--- src/rtl/regbank_write_arbiter_if.sv ---
// Write-port bus between the writeback requesters and the register bank arbiter.
// Carries the per-requester valid/ready handshake and the registered bank write port.
interface regbank_write_arbiter_if #(
    parameter int BITS  = 32,
    parameter int N_REQ = 3
);
    logic [N_REQ-1:0]      REQ_VALID;
    logic [4*N_REQ-1:0]    REQ_ADDR;
    logic [BITS*N_REQ-1:0] REQ_DATA;
    logic [N_REQ-1:0]      REQ_READY;
    logic                  WE3;
    logic [3:0]            A3;
    logic [BITS-1:0]       WD3;
    logic [15:0]           PENDING;

    // Requester side: drives requests, observes grants and the bank port.
    modport master (
        output REQ_VALID, REQ_ADDR, REQ_DATA,
        input  REQ_READY, WE3, A3, WD3, PENDING
    );

    // Arbiter side: receives requests, drives grants and the bank port.
    modport slave (
        input  REQ_VALID, REQ_ADDR, REQ_DATA,
        output REQ_READY, WE3, A3, WD3, PENDING
    );
endinterface

--- src/rtl/regbank_write_arbiter.sv ---
// Round-robin arbiter sharing the single register-bank write port among N_REQ
// writeback sources. One grant per cycle, registered write onto WE3/A3/WD3,
// writes to protected registers are dropped and reported through ERR/ERR_ID.
module regbank_write_arbiter #(
    parameter int          BITS         = 32,
    parameter int          N_REQ        = 3,
    parameter logic [15:0] PROTECT_MASK = 16'h8001
) (
    input  logic                    CLK,
    input  logic                    RST_N,
    input  logic                    FREEZE,
    regbank_write_arbiter_if.slave  bus,
    output logic                    ERR,
    output logic [2:0]              ERR_ID
);

    localparam logic [2:0] LAST_IDX = 3'(N_REQ - 1);
    localparam logic [3:0] N_REQ_W4 = 4'(N_REQ);

    // State flops
    logic [2:0]      p_q,      p_d;
    logic            we3_q,    we3_d;
    logic [3:0]      a3_q,     a3_d;
    logic [BITS-1:0] wd3_q,    wd3_d;
    logic            err_q,    err_d;
    logic [2:0]      err_id_q, err_id_d;

    // Arbitration signals
    logic [7:0]       valid_pad_s;
    logic [3:0]       cand_s;
    logic             grant_s;
    logic [2:0]       grant_idx_s;
    logic [3:0]       win_addr_s;
    logic [BITS-1:0]  win_data_s;
    logic [N_REQ-1:0] ready_s;
    logic [15:0]      pending_s;

    // Pad the request vector to 8 so a 3-bit candidate index is always in range.
    always_comb begin
        valid_pad_s              = 8'd0;
        valid_pad_s[N_REQ-1:0]   = bus.REQ_VALID;
    end

    // Round-robin search starting at the pointer; no grant in reset or while frozen.
    always_comb begin
        grant_s     = 1'b0;
        grant_idx_s = 3'd0;
        cand_s      = 4'd0;
        for (int k = 0; k < N_REQ; k++) begin
            cand_s = 4'(p_q) + 4'(k);
            if (cand_s >= N_REQ_W4) begin
                cand_s = cand_s - N_REQ_W4;
            end else begin
                cand_s = cand_s;
            end
            if (!grant_s && valid_pad_s[cand_s[2:0]] && RST_N && !FREEZE) begin
                grant_s     = 1'b1;
                grant_idx_s = cand_s[2:0];
            end else begin
                grant_s     = grant_s;
            end
        end
    end

    // Select the winner's address/data and raise its ready.
    always_comb begin
        win_addr_s = 4'd0;
        win_data_s = {BITS{1'b0}};
        ready_s    = {N_REQ{1'b0}};
        for (int i = 0; i < N_REQ; i++) begin
            if (grant_s && (grant_idx_s == 3'(i))) begin
                win_addr_s = bus.REQ_ADDR[4*i +: 4];
                win_data_s = bus.REQ_DATA[BITS*i +: BITS];
                ready_s[i] = 1'b1;
            end else begin
                ready_s[i] = 1'b0;
            end
        end
    end

    // Next pointer and output-stage values; protected targets are consumed but not written.
    always_comb begin
        p_d      = p_q;
        we3_d    = 1'b0;
        a3_d     = a3_q;
        wd3_d    = wd3_q;
        err_d    = 1'b0;
        err_id_d = err_id_q;
        if (grant_s) begin
            if (grant_idx_s == LAST_IDX) begin
                p_d = 3'd0;
            end else begin
                p_d = grant_idx_s + 3'd1;
            end
            if (PROTECT_MASK[win_addr_s]) begin
                err_d    = 1'b1;
                err_id_d = grant_idx_s;
            end else begin
                we3_d = 1'b1;
                a3_d  = win_addr_s;
                wd3_d = win_data_s;
            end
        end else begin
            p_d = p_q;
        end
    end

    // State register; asynchronous reset discards any in-flight write.
    always_ff @(posedge CLK or negedge RST_N) begin
        if (!RST_N) begin
            p_q      <= 3'd0;
            we3_q    <= 1'b0;
            a3_q     <= 4'd0;
            wd3_q    <= {BITS{1'b0}};
            err_q    <= 1'b0;
            err_id_q <= 3'd0;
        end else begin
            p_q      <= p_d;
            we3_q    <= we3_d;
            a3_q     <= a3_d;
            wd3_q    <= wd3_d;
            err_q    <= err_d;
            err_id_q <= err_id_d;
        end
    end

    // Hazard vector for the read path: one-hot of the address being written this cycle.
    always_comb begin
        if (we3_q) begin
            pending_s = 16'd1 << a3_q;
        end else begin
            pending_s = 16'd0;
        end
    end

    assign bus.REQ_READY = ready_s;
    assign bus.WE3       = we3_q;
    assign bus.A3        = a3_q;
    assign bus.WD3       = wd3_q;
    assign bus.PENDING   = pending_s;
    assign ERR           = err_q;
    assign ERR_ID        = err_id_q;

endmodule

--- src/flat_wrapper.sv ---
// flat-port wrapper written by rule: the top's interface ports become plain ports
module regbank_write_arbiter_flat 
#(
    parameter int          BITS         = 32,
    parameter int          N_REQ        = 3,
    parameter logic [15:0] PROTECT_MASK = 16'h8001
)
  (CLK, RST_N, FREEZE, ERR, ERR_ID, bus_REQ_VALID, bus_REQ_ADDR, bus_REQ_DATA, bus_REQ_READY, bus_WE3, bus_A3, bus_WD3, bus_PENDING);
  regbank_write_arbiter_if #(.BITS(BITS), .N_REQ(N_REQ)) bus_i ();
  input  logic CLK;
  input  logic RST_N;
  input  logic FREEZE;
  output logic ERR;
  output logic [2:0] ERR_ID;
  input wire logic [$bits(bus_i.REQ_VALID)-1:0] bus_REQ_VALID;
  input wire logic [$bits(bus_i.REQ_ADDR)-1:0] bus_REQ_ADDR;
  input wire logic [$bits(bus_i.REQ_DATA)-1:0] bus_REQ_DATA;
  output wire logic [$bits(bus_i.REQ_READY)-1:0] bus_REQ_READY;
  output wire logic [$bits(bus_i.WE3)-1:0] bus_WE3;
  output wire logic [$bits(bus_i.A3)-1:0] bus_A3;
  output wire logic [$bits(bus_i.WD3)-1:0] bus_WD3;
  output wire logic [$bits(bus_i.PENDING)-1:0] bus_PENDING;
  assign bus_i.REQ_VALID = bus_REQ_VALID;
  assign bus_i.REQ_ADDR = bus_REQ_ADDR;
  assign bus_i.REQ_DATA = bus_REQ_DATA;
  assign bus_REQ_READY = bus_i.REQ_READY;
  assign bus_WE3 = bus_i.WE3;
  assign bus_A3 = bus_i.A3;
  assign bus_WD3 = bus_i.WD3;
  assign bus_PENDING = bus_i.PENDING;
  regbank_write_arbiter #(.BITS(BITS), .N_REQ(N_REQ), .PROTECT_MASK(PROTECT_MASK)) u_core (.CLK(CLK), .RST_N(RST_N), .FREEZE(FREEZE), .bus(bus_i), .ERR(ERR), .ERR_ID(ERR_ID));
endmodule
--- config.mk ---
export PLATFORM = sky130hd
export DESIGN_NAME = regbank_write_arbiter_flat
export DESIGN_NICKNAME = d
export VERILOG_FILES = /design/src/rtl/regbank_write_arbiter_if.sv /design/src/rtl/regbank_write_arbiter.sv /design/src/flat_wrapper.sv
export SDC_FILE = /design/constraint.sdc
export NUM_CORES = 1
export LEC_CHECK = 0
export CAP_MARGIN = 20
export CORE_AREA = 2 2 98 100
export CTS_CLUSTER_DIAMETER = 60
export DETAILED_ROUTE_END_ITERATION = 6
export DIE_AREA = 0 0 100 102
export MAX_ROUTING_LAYER = met4
export PLACE_DENSITY = 0.84
export SETUP_SLACK_MARGIN = 0.3
export SLEW_MARGIN = 20
export SYNTH_ARGS = -nofsm -noshare
export SYNTH_HDL_FRONTEND = slang
export SYNTH_SLANG_ARGS = --single-unit
--- constraint.sdc ---
create_clock -name CLK -period 4.2 [get_ports CLK]
set_input_delay 1.05 -clock CLK [delete_from_list [all_inputs] [get_ports CLK]]
set_output_delay 1.05 -clock CLK [all_outputs]
set_load 0.1 [all_outputs]
# Yosys cells after proc, flatten, opt, wreduce, memory -nomap -nowiden
# Memory sizes are Yosys's and may differ from the RTL's.
# Cells that the tools add are included.
[word_totals]
reg_bits = 44
mem_bits_ro = 16
wordCells = 72
n_memories = 1
[memory_table]
columns = ["name", "words", "word_bits", "rd", "rd_clocked_by_memory_dff", "write_ports", "line", "rtl"]
rows = [
  ["(name not given)", 16, 1, 1, 0, 0, "regbank_write_arbiter.sv:95", "if (PROTECT_MASK[win_addr_s]) begin"],
]
[op_classes]
add_sub_neg = 6
magnitude_cmp = 7
n_eq_ne = 2
n_shift = 1
mux = 31
bitwise_logic = 1
n_reduce_logical = 17
[ops]
columns = ["op", "n"]
rows = [
  ["32-bit two-way mux", 3],
  ["3-bit two-way mux", 7],
  ["16-bit two-way mux", 1],
  ["1-bit by 4-bit left shift with 16-bit output, first input constant", 1],
  ["1-bit two-way mux", 14],
  ["3-bit by 4-bit less-than comparator with 1-bit output, second input constant", 3],
  ["4-bit two-way mux", 3],
  ["1-bit logical AND", 11],
  ["1-bit binary-select mux with 3-bit select", 3],
  ["3-bit by 2-bit subtractor with 3-bit output, second input constant", 3],
  ["4-bit by 2-bit greater-or-equal comparator with 1-bit output, second input constant", 2],
  ["4-bit by 5-bit less-than comparator with 1-bit output, second input constant", 1],
  ["3-bit by 1-bit adder with 4-bit output, second input constant", 1],
  ["3-bit by 2-bit adder with 4-bit output, second input constant", 1],
  ["2-bit AND reduction", 2],
  ["3-bit by 1-bit adder with 3-bit output, second input constant", 1],
  ["3-bit by 1-bit equality test with 1-bit output, second input constant", 1],
  ["3-bit by 2-bit equality test with 1-bit output, second input constant", 1],
  ["3-bit by 2-bit greater-or-equal comparator with 1-bit output, second input constant", 1],
  ["1-bit logical NOT", 3],
  ["3-bit logical NOT", 1],
  ["1-bit NOT", 1],
]

# Depth between registers and ports, before layout
# Gate-level depths: netlist of the first run.
[depth]
word_depth = 26
ltp_mapped = 19
ltp_nobuf = 14

# Worst setup path after synthesis of the first run
# Ideal clock, no wire load.
[synth_path]
kind = "register to output"
start = "register u_core.p_q[0]"
end = "output port bus_REQ_READY[0]"
t_arrival_ns = 3.938
setup_slack_ns = -0.788
stages_incl_launch_ff = 13
path_buffers = 2
path_cell_list = "dfrtp_1 > ha_1 > ha_1 > nor2b_1 > o221ai_1 > o211a_1 > a2111oi_0 > nand2_1 > nand2_2 > inv_2 > buf_4 > clkbuf_1 > nor2b_1"
[synth_via]
elab_chain_cells = 20
elab_cells_between_ends = 36
classes_between = "add/sub (5); order compare (3); mux (16); reduce/logical (12)"
[synth_lines]
columns = ["item", "line", "rtl"]
rows = [
  ["from (decl)", "regbank_write_arbiter.sv:21", "logic [2:0] p_q, p_d;"],
  ["from (signal assigned)", "regbank_write_arbiter.sv:118", "p_q <= p_d;"],
  ["branches (longest 18 deep; another with 3-bit by 1-bit adder with 4-bit output)", "n/a", ""],
  ["1-bit logical AND (*)", "regbank_write_arbiter.sv:71", "if (grant_s && (grant_idx_s == 3'(i))) begin"],
  ["1-bit two-way mux (*)", "regbank_write_arbiter.sv:71", ""],
  ["to (decl)", "flat_wrapper.sv:18", "output wire logic [$bits(bus_i.REQ_READY)-1:0] bus_REQ_READY;"],
]
# Mark *: on every way between the ends. The select of a mux whose other input is x is not followed.

# Final worst setup path of the first run
[layout_path]
start = "register u_core.p_q[1]"
end = "register u_core.wd3_q[24] (netlist: u_core.bus.WD3[24])"
[layout_via]
elab_chain_cells = 26
elab_cells_between_ends = 49
classes_between = "add/sub (5); order compare (3); eq/ne (2); mux (22); bitwise (1); reduce/logical (15); memory (1)"
[layout_lines]
columns = ["item", "line", "rtl"]
rows = [
  ["branches (longest 26 deep; another with 3-bit by 1-bit adder with 4-bit output)", "n/a", ""],
  ["to (signal assigned)", "regbank_write_arbiter.sv:114", "wd3_q <= {BITS{1'b0}};"],
  ["to (signal assigned)", "regbank_write_arbiter.sv:121", "wd3_q <= wd3_d;"],
  ["to (decl)", "regbank_write_arbiter.sv:24", "logic [BITS-1:0] wd3_q, wd3_d;"],
]
# Several ways; the timed one is not identified. The select of a mux whose other input is x is not followed.
# A chain may end at the register's enable or synchronous reset.

==> run_results.csv, run 1 <==
group,metric,value,unit
global_routing,use_met1,25.26,%
clocking,ctsHoldBuffers,0,
floorplanning,pin_count,174,
detailed_routing,drc,0,
critical_path,critPathTopFamily,"simple AND/OR/NAND/NOR gates",
critical_path,worstReg2RegStart,"u_core.p_q[1]",
floorplanning,die-area,10200,um^2
timing,fin_crit,3.946,ns
floorplanning,rows,35,
timing,worst_slew_pin_slew,1.014,ns
clocking,ctsHtreeMaxLevel,2,
pwr,ir_worst_vdd,0.0005646,V
placed_design,gp_congestion,0.9556,
detailed_routing,vias,3379,
clocking,cts_root_buf,"clkbuf_8",
critical_path,crit_fanout,7,
critical_path,cp_slowest_stage_delay,0.53,ns
placed_design,portBuffers,173,
global_routing,grt_pass1_wl,16.76,mm
placed_design,hpwl,8.260,mm
logic_synthesis,synth_area_leaders,"dfrtp_1, mux2_4, a22oi_1",
logic_synthesis,yosysTopAreaCell,"dfrtp_1",
final_layout,fillCellCount,693,
logic_synthesis,ys_seq_area_share,35.41,%
global_routing,grt_max_degree,45,
run,maxCapViolations,0,
clocking,clock-sinks,44,
global_routing,antenna_found_initial,0,
clocking,clkTransAtPathRegs,0.09,ns
floorplanning,die_y,102,um
critical_path,path_common_cell,"buf_4",
pwr,power,5.536,mW
final_layout,nets,664,
final_layout,regArea,1104,um^2
detailed_routing,routed_via_density,5.175,
global_routing,overflow,0,
final_layout,multi_input_comb_area,2153,um^2
detailed_routing,drtIter0Drc,150,
logic_synthesis,synth_ff_type,"dfrtp_1",
pwr,p_per_area,938.0,nW/um^2
logic_synthesis,ys_warn_count,0,
timing,setup_viol,0,
logic_synthesis,netlist_area,3109,um^2
run_status,status,"complete, no violations",
floorplanning,coreArea,9109,um^2
critical_path,worstSetupPathType,"reg -> reg",
timing,final.setup_skew,0.003500,ns
logic_synthesis,yosys.cell_types.count,50,
global_routing,grt_pass1_vias,3435,
final_layout,area_growth,89.82,%
logic_synthesis,ys_ff_latch,44,
pwr,p_leak,2.528,nW
critical_path,crit_arrival,4.12,ns
global_routing,gr-usage-met2,37.42,%
detailed_routing,drtPass1Iterations,4,
global_routing,grt_use_total,21.43,%
detailed_routing,routed_wl,11.38,mm
critical_path,crit_chain,"ha_4 > ha_4 > a211oi_4 > buf_4 > nor3_2 > o311ai_4 > buf_4 > o311ai_1 > and2_4 > buf_12 > buf_4 > a22oi_1 > mux2i_1 > or4_4 > and2_4 > clkbuf_16 > mux2_4",
critical_path,startpoint_type,"flip-flop",
logic_synthesis,synth.most_common_cell,"dfrtp_1",
logic_synthesis,synth-async-reset-ratio,100.0,%
global_routing,busiest_layer,"met2",
floorplanning,initial_core_util,34.13,%
logic_synthesis,synth_nets,445,
critical_path,critPathBufInv,5,
clocking,cts_max_path_buffers,2,
timing,hold_violations,0,
final_layout,antenna_cells,0,
critical_path,crit_slowest_cell,"or4_4",
critical_path,crit_required,4.38,ns
timing,fin_hold_ws,0.5188,ns
timing,period_share,93.96,%
hold_path,hp-start,"u_core.bus.WD3[13]",
hold_path,hp-class,"reg -> reg",
floorplanning,die_width,100,um
logic_synthesis,synth_area_per_cell,9.656,um^2
timing,drv_slew,0,
logic_synthesis,synth-edff-count,0,
logic_synthesis,synthCells,322,
global_routing,gr-usage-met3,3.557,%
timing,rsz0062_at_grt,"yes",
clocking,cts_buffers,5,
clocking,clk_latency,0.29,ns
timing,fmax,253.4,MHz
clocking,cts_tree,"built",
final_layout,drive_above_1_share,32.29,%
timing,slew_headroom,32.16,%
logic_synthesis,yosysTopAreaCellShare,35.41,%
critical_path,endpoint_kind,"flip-flop",
logic_synthesis,synth_common_cells,"dfrtp_1, nand2_1, o21ai_0, a22oi_1, mux2_4",
detailed_routing,ant_nets,0,
detailed_routing,drt-wirelength-per-cell,17.43,um
critical_path,crit_start,"u_core.p_q[1]",
[registers in the layout, summed over array words and instances, names as in the netlist]
signal / count
u_core.ERR: 1
u_core.ERR_ID: 3
u_core.bus.A3: 4
u_core.bus.WD3: 32
u_core.bus.WE3: 1
u_core.p_q: 3
[worst reg2reg max path, stage by stage, from the launching register on]
cell	delay [ns]
dfrtp_2	0.47
ha_4	0.20
ha_4	0.17
a211oi_4	0.25
buf_4	0.17
nor3_2	0.04
o311ai_4	0.31
buf_4	0.18
o311ai_1	0.08
and2_4	0.16
buf_12	0.12
buf_4	0.13
a22oi_1	0.16
mux2i_1	0.14
or4_4	0.53
and2_4	0.24
clkbuf_16	0.19
mux2_4	0.30
[layout by cell type (no fill, tap or decap), types with 4 or more instances in the layout]
master,instances
clkdlybuf4s50_1,151
buf_4,58
dfrtp_1,42
mux2_4,39
nand2_1,37
o21ai_0,36
a22oi_1,30
nor2_1,21
buf_12,9
nand2b_1,7
ha_4,7
clkbuf_8,6
buf_6,6
nor3_2,5
a21oi_1,5
nand3_1,5
inv_1,4
and2_4,4
[report_power, final]
part | internal, mW | switching, mW | total (mW)
clock network | 0.195 | 0.146 | 0.341
registers | 0.572 | 0.112 | 0.684
logic | 2.03 | 2.48 | 4.51
[metrics by stage]
step / setup slack, ns / utilization [%] / TNS (ns) / area (um^2) / instances
final: 0.2539 / 64.79 / 0 / 5902 / 653
after detailed placement: -0.2449 / 56.28 / -8.359 / 5126 / 614
after floorplan: -0.2529 / - / -0.3755 / 3136 / 322
after CTS: 0.2878 / 62.17 / 0 / 5663 / 643
after global routing: 0.1580 / 64.79 / 0 / 5902 / 653
after global placement: -0.1483 / 56.28 / -4.533 / 5126 / 614
[layout make-up]
class / instances / area share [%]
clock buffer: 6 / 1.399
clock inverter: 2 / 0.6572
inverter: 9 / 0.7844
multi-input combinational: 247 / 36.49
sequential: 44 / 18.70
tap: 111 / 2.353
timing repair buffer: 234 / 39.62
[final timing paths]
check	end	slack, ns	cells after the start
max	u_core.bus.WD3[24]	0.25	17
min	u_core.bus.WD3[13]	0.52	1
min reg2reg	u_core.bus.WD3[13]	0.52	1
max reg2reg	u_core.bus.WD3[24]	0.25	17
min in group asynchronous	u_core.bus.A3[0]	0.89	2
max in group asynchronous	u_core.p_q[1]	2.93	2
[routing by layer]
layer  share of wire (%)  vias up
li1                    -     1606
met1                  41     1595
met2                  50      156
met3                 5.7       22
met4                 3.0        0
met5                   0        -
[repair_timing]
item / in CTS / in global routing
gates resized for setup: 57 / 26
endpoints found under the setup margin: 41 / 41
pin swaps: 18 / 4
setup buffers: 21 / 6
cloned: 0 / 4
[cell families after synthesis]
family / Yosys count / share of synthesized area, %
buffers and inverters: 31 / 5.231
AND/OR/NAND/NOR: 101 / 16.06
adder cells (fa/ha/maj): 9 / 3.622
flip-flops: 44 / 35.41
multiplexers: 44 / 19.28
AO/OA/AOI/OAI: 93 / 20.40
Note: power is estimated with default switching activity, not from simulation.
==> run 2, diff against run 1 <==
- CORE_AREA: 2 2 98 100 -> 2 2 93 95
- DIE_AREA: 0 0 100 102 -> 0 0 95 97
- HOLD_SLACK_MARGIN: default -> 0.03
- PLACE_DENSITY: 0.84 -> 0.88
- clock period: 4.2 -> 4.5 ns (I/O delays scaled with it)
==> run_results.csv, run 2 (same netlist as run 1, synthesis figures left out) <==
group,metric,value,unit
run_status,status,"complete, no violations",
hold_path,hp-class,"reg -> reg",
critical_path,crit_slowest_cell,"dfrtp_2",
detailed_routing,drt-wirelength-per-cell,16.36,um
clocking,clk_latency,0.31,ns
hold_path,hp-start,"u_core.ERR_ID[0]",
placed_design,hpwl,8.015,mm
detailed_routing,drtIter0Drc,78,
detailed_routing,ant_nets,0,
clocking,cts_tree,"built",
pwr,p_comb_share,79.2,%
detailed_routing,vias,3245,
pwr,ir_worst_vdd,0.0004207,V
timing,drv_slew,0,
floorplanning,rows,33,
floorplanning,die_width,95,um
final_layout,area_growth,74.37,%
timing,setup_viol,0,
placed_design,portBuffers,173,
timing,worst_slack,0.3819,ns
clocking,cts_buffers,5,
clocking,ctsHoldBuffers,0,
global_routing,grt_pass1_vias,3214,
pwr,switchingPower,2.356,mW
clocking,ctsHtreeMaxLevel,2,
timing,final.setup_skew,0.01471,ns
final_layout,mostFrequentLayoutCells,"clkdlybuf4s50_1, dfrtp_1, buf_4",
pwr,p_seq_share,13.8,%
pwr,p_clk_share,7.0,%
critical_path,crit_required,3.38,ns
floorplanning,die-area,9215,um^2
timing,slew_headroom,32.03,%
final_layout,final_common_cell,"clkdlybuf4s50_1",
clocking,cts_max_path_buffers,2,
timing,rsz0062_at_grt,"no",
critical_path,cp_slowest_stage_delay,0.44,ns
critical_path,critPathBufInv,4,
run,maxCapViolations,0,
timing,hold_violations,0,
detailed_routing,routed_via_density,5.217,
critical_path,endpoint_kind,"primary output",
global_routing,grt_pass1_wl,15.63,mm
critical_path,worstReg2RegStart,"u_core.p_q[0]",
pwr,p_per_area,831.2,nW/um^2
final_layout,largest_reg_flops,32,
global_routing,overflow,0,
final_layout,fillCellCount,652,
critical_path,crit_arrival,2.99,ns
timing,fin_crit,4.118,ns
clocking,clkTransAtPathRegs,0.10,ns
floorplanning,initial_core_util,38.22,%
detailed_routing,drtPass1Iterations,4,
placed_design,post-place-ws,0.02106,ns
timing,worst_slew_pin_slew,1.016,ns
final_layout,nets,639,
critical_path,crit_fanout,10,
pwr,power,4.506,mW
floorplanning,pin_count,174,
critical_path,path_common_cell,"buf_4",
pwr,internal_power,2.151,mW
detailed_routing,routed_wl,10.18,mm
placed_design,gp_congestion,0.9270,
pwr,switching_share,52.28,%
critical_path,crit_chain,"buf_4 > buf_4 > ha_1 > a21boi_4 > a2111oi_4 > a31oi_2 > a21oi_1 > o211ai_1 > nand2_1 > nand2_2 > inv_4 > nor2b_4 > buf_12",
global_routing,antenna_found_initial,0,
timing,period_share,91.51,%
timing,fmax,242.8,MHz
pwr,p_leak,2.309,nW
global_routing,grt_max_degree,45,
final_layout,antenna_cells,0,
critical_path,critPathTopFamily,"compound AO/OA/AOI/OAI gates",
global_routing,grt_use_total,22.18,%
critical_path,worstSetupPathType,"reg -> out",
critical_path,startpoint_type,"flip-flop",
floorplanning,coreArea,8134,um^2
clocking,cts_root_buf,"clkbuf_8",
detailed_routing,drc,0,
floorplanning,die_y,97,um
critical_path,crit_start,"u_core.p_q[0]",
final_layout,drive_above_1_share,22.63,%
clocking,clock-sinks,44,
run 2: cell types whose count changed in the layout (fill, tap and decap cells not counted), moves of 3 or more:
cell | previous run | this run
clkbuf_16 | 3 | 0
buf_12 | 9 | 5
ha_2 | 0 | 4
mux2_1 | 0 | 9
buf_6 | 6 | 0
buf_4 | 58 | 38
clkdlybuf4s50_1 | 151 | 161
ha_4 | 7 | 1
mux2_4 | 39 | 29
inv_1 | 4 | 7
run 2: layout make-up:
| type | instances | area, um^2 | area share [%] |
|---|---|---|---|
| clock buffers | 5 | 68.82 | 1.269 |
| multi-input cells | 247 | 1994 | 36.79 |
| clock inverters | 3 | 46.29 | 0.8539 |
| repair buffers | 209 | 2041 | 37.64 |
| inverters | 9 | 36.28 | 0.6693 |
| well taps | 105 | 131.4 | 2.423 |
| flip-flops and latches | 44 | 1104 | 20.36 |
run 2: power groups by stage:
stage          sequential, mW  combinational [mW]  clock, mW
6_report                0.622                3.57      0.317
5_1_grt                 0.639                3.76      0.342
4_1_cts                 0.629                3.44      0.327
3_5_place_dp            0.631                3.42          0
3_3_place_gp            0.630                3.37          0
2_1_floorplan            1.39                1.77          0
run 2: worst reg2reg max path, cell delays in order, from the launching register on:
cell and delay [ns]:
dfrtp_2 0.44, ha_2 0.22, ha_2 0.21, a211oi_4 0.34
mux2i_1 0.16, o311ai_2 0.32, and2_4 0.22, o211ai_1 0.10
nand2_1 0.10, nand2_2 0.08, inv_4 0.11, mux2_2 0.35
or4_4 0.48, and2_4 0.20, buf_12 0.16, mux2_1 0.32
run 2: routing by layer:
layer	track usage, %	routed length, um	vias to the layer above
li1	-	-	1559
met2	39.99	5488	128
met4	4.348	148	0
met3	3.972	559	16
met1	25.49	3978	1542
met5	-	0	-
run 2: worst paths after layout:
path | end | slack (ns) | cells after the start
max | bus_REQ_READY[0] | 0.38 | 13
min | u_core.ERR_ID[0] | 0.49 | 1
max reg2reg | u_core.bus.WD3[28] | 0.57 | 15
min reg2reg | u_core.ERR_ID[0] | 0.49 | 1
max in group asynchronous | u_core.p_q[2] | 3.20 | 2
min in group asynchronous | u_core.bus.WD3[18] | 0.90 | 2
run 2: what timing repair did:
action | CTS | global route
pin swaps | 3 | 4
setup endpoints to repair | 6 | 41
buffers inserted | 0 | 7
gates resized for setup | 11 | 20
endpoints found under the hold margin | 0 | 0
run 2: stage by stage:
stage / cells / cell area [um^2] / setup TNS, ns / hold WS, ns / util, %
final: 622 / 5421 / 0 / 0.4945 / 66.65
after global routing: 622 / 5421 / 0 / 0.5290 / 66.65
after CTS: 615 / 5258 / 0 / 0.5018 / 64.64
after detailed placement: 607 / 5124 / 0 / 0.4783 / 62.99
after global placement: 607 / 5124 / 0 / 0.4697 / 62.99
after floorplan: 322 / 3133 / -0.04508 / 0.6191 / -
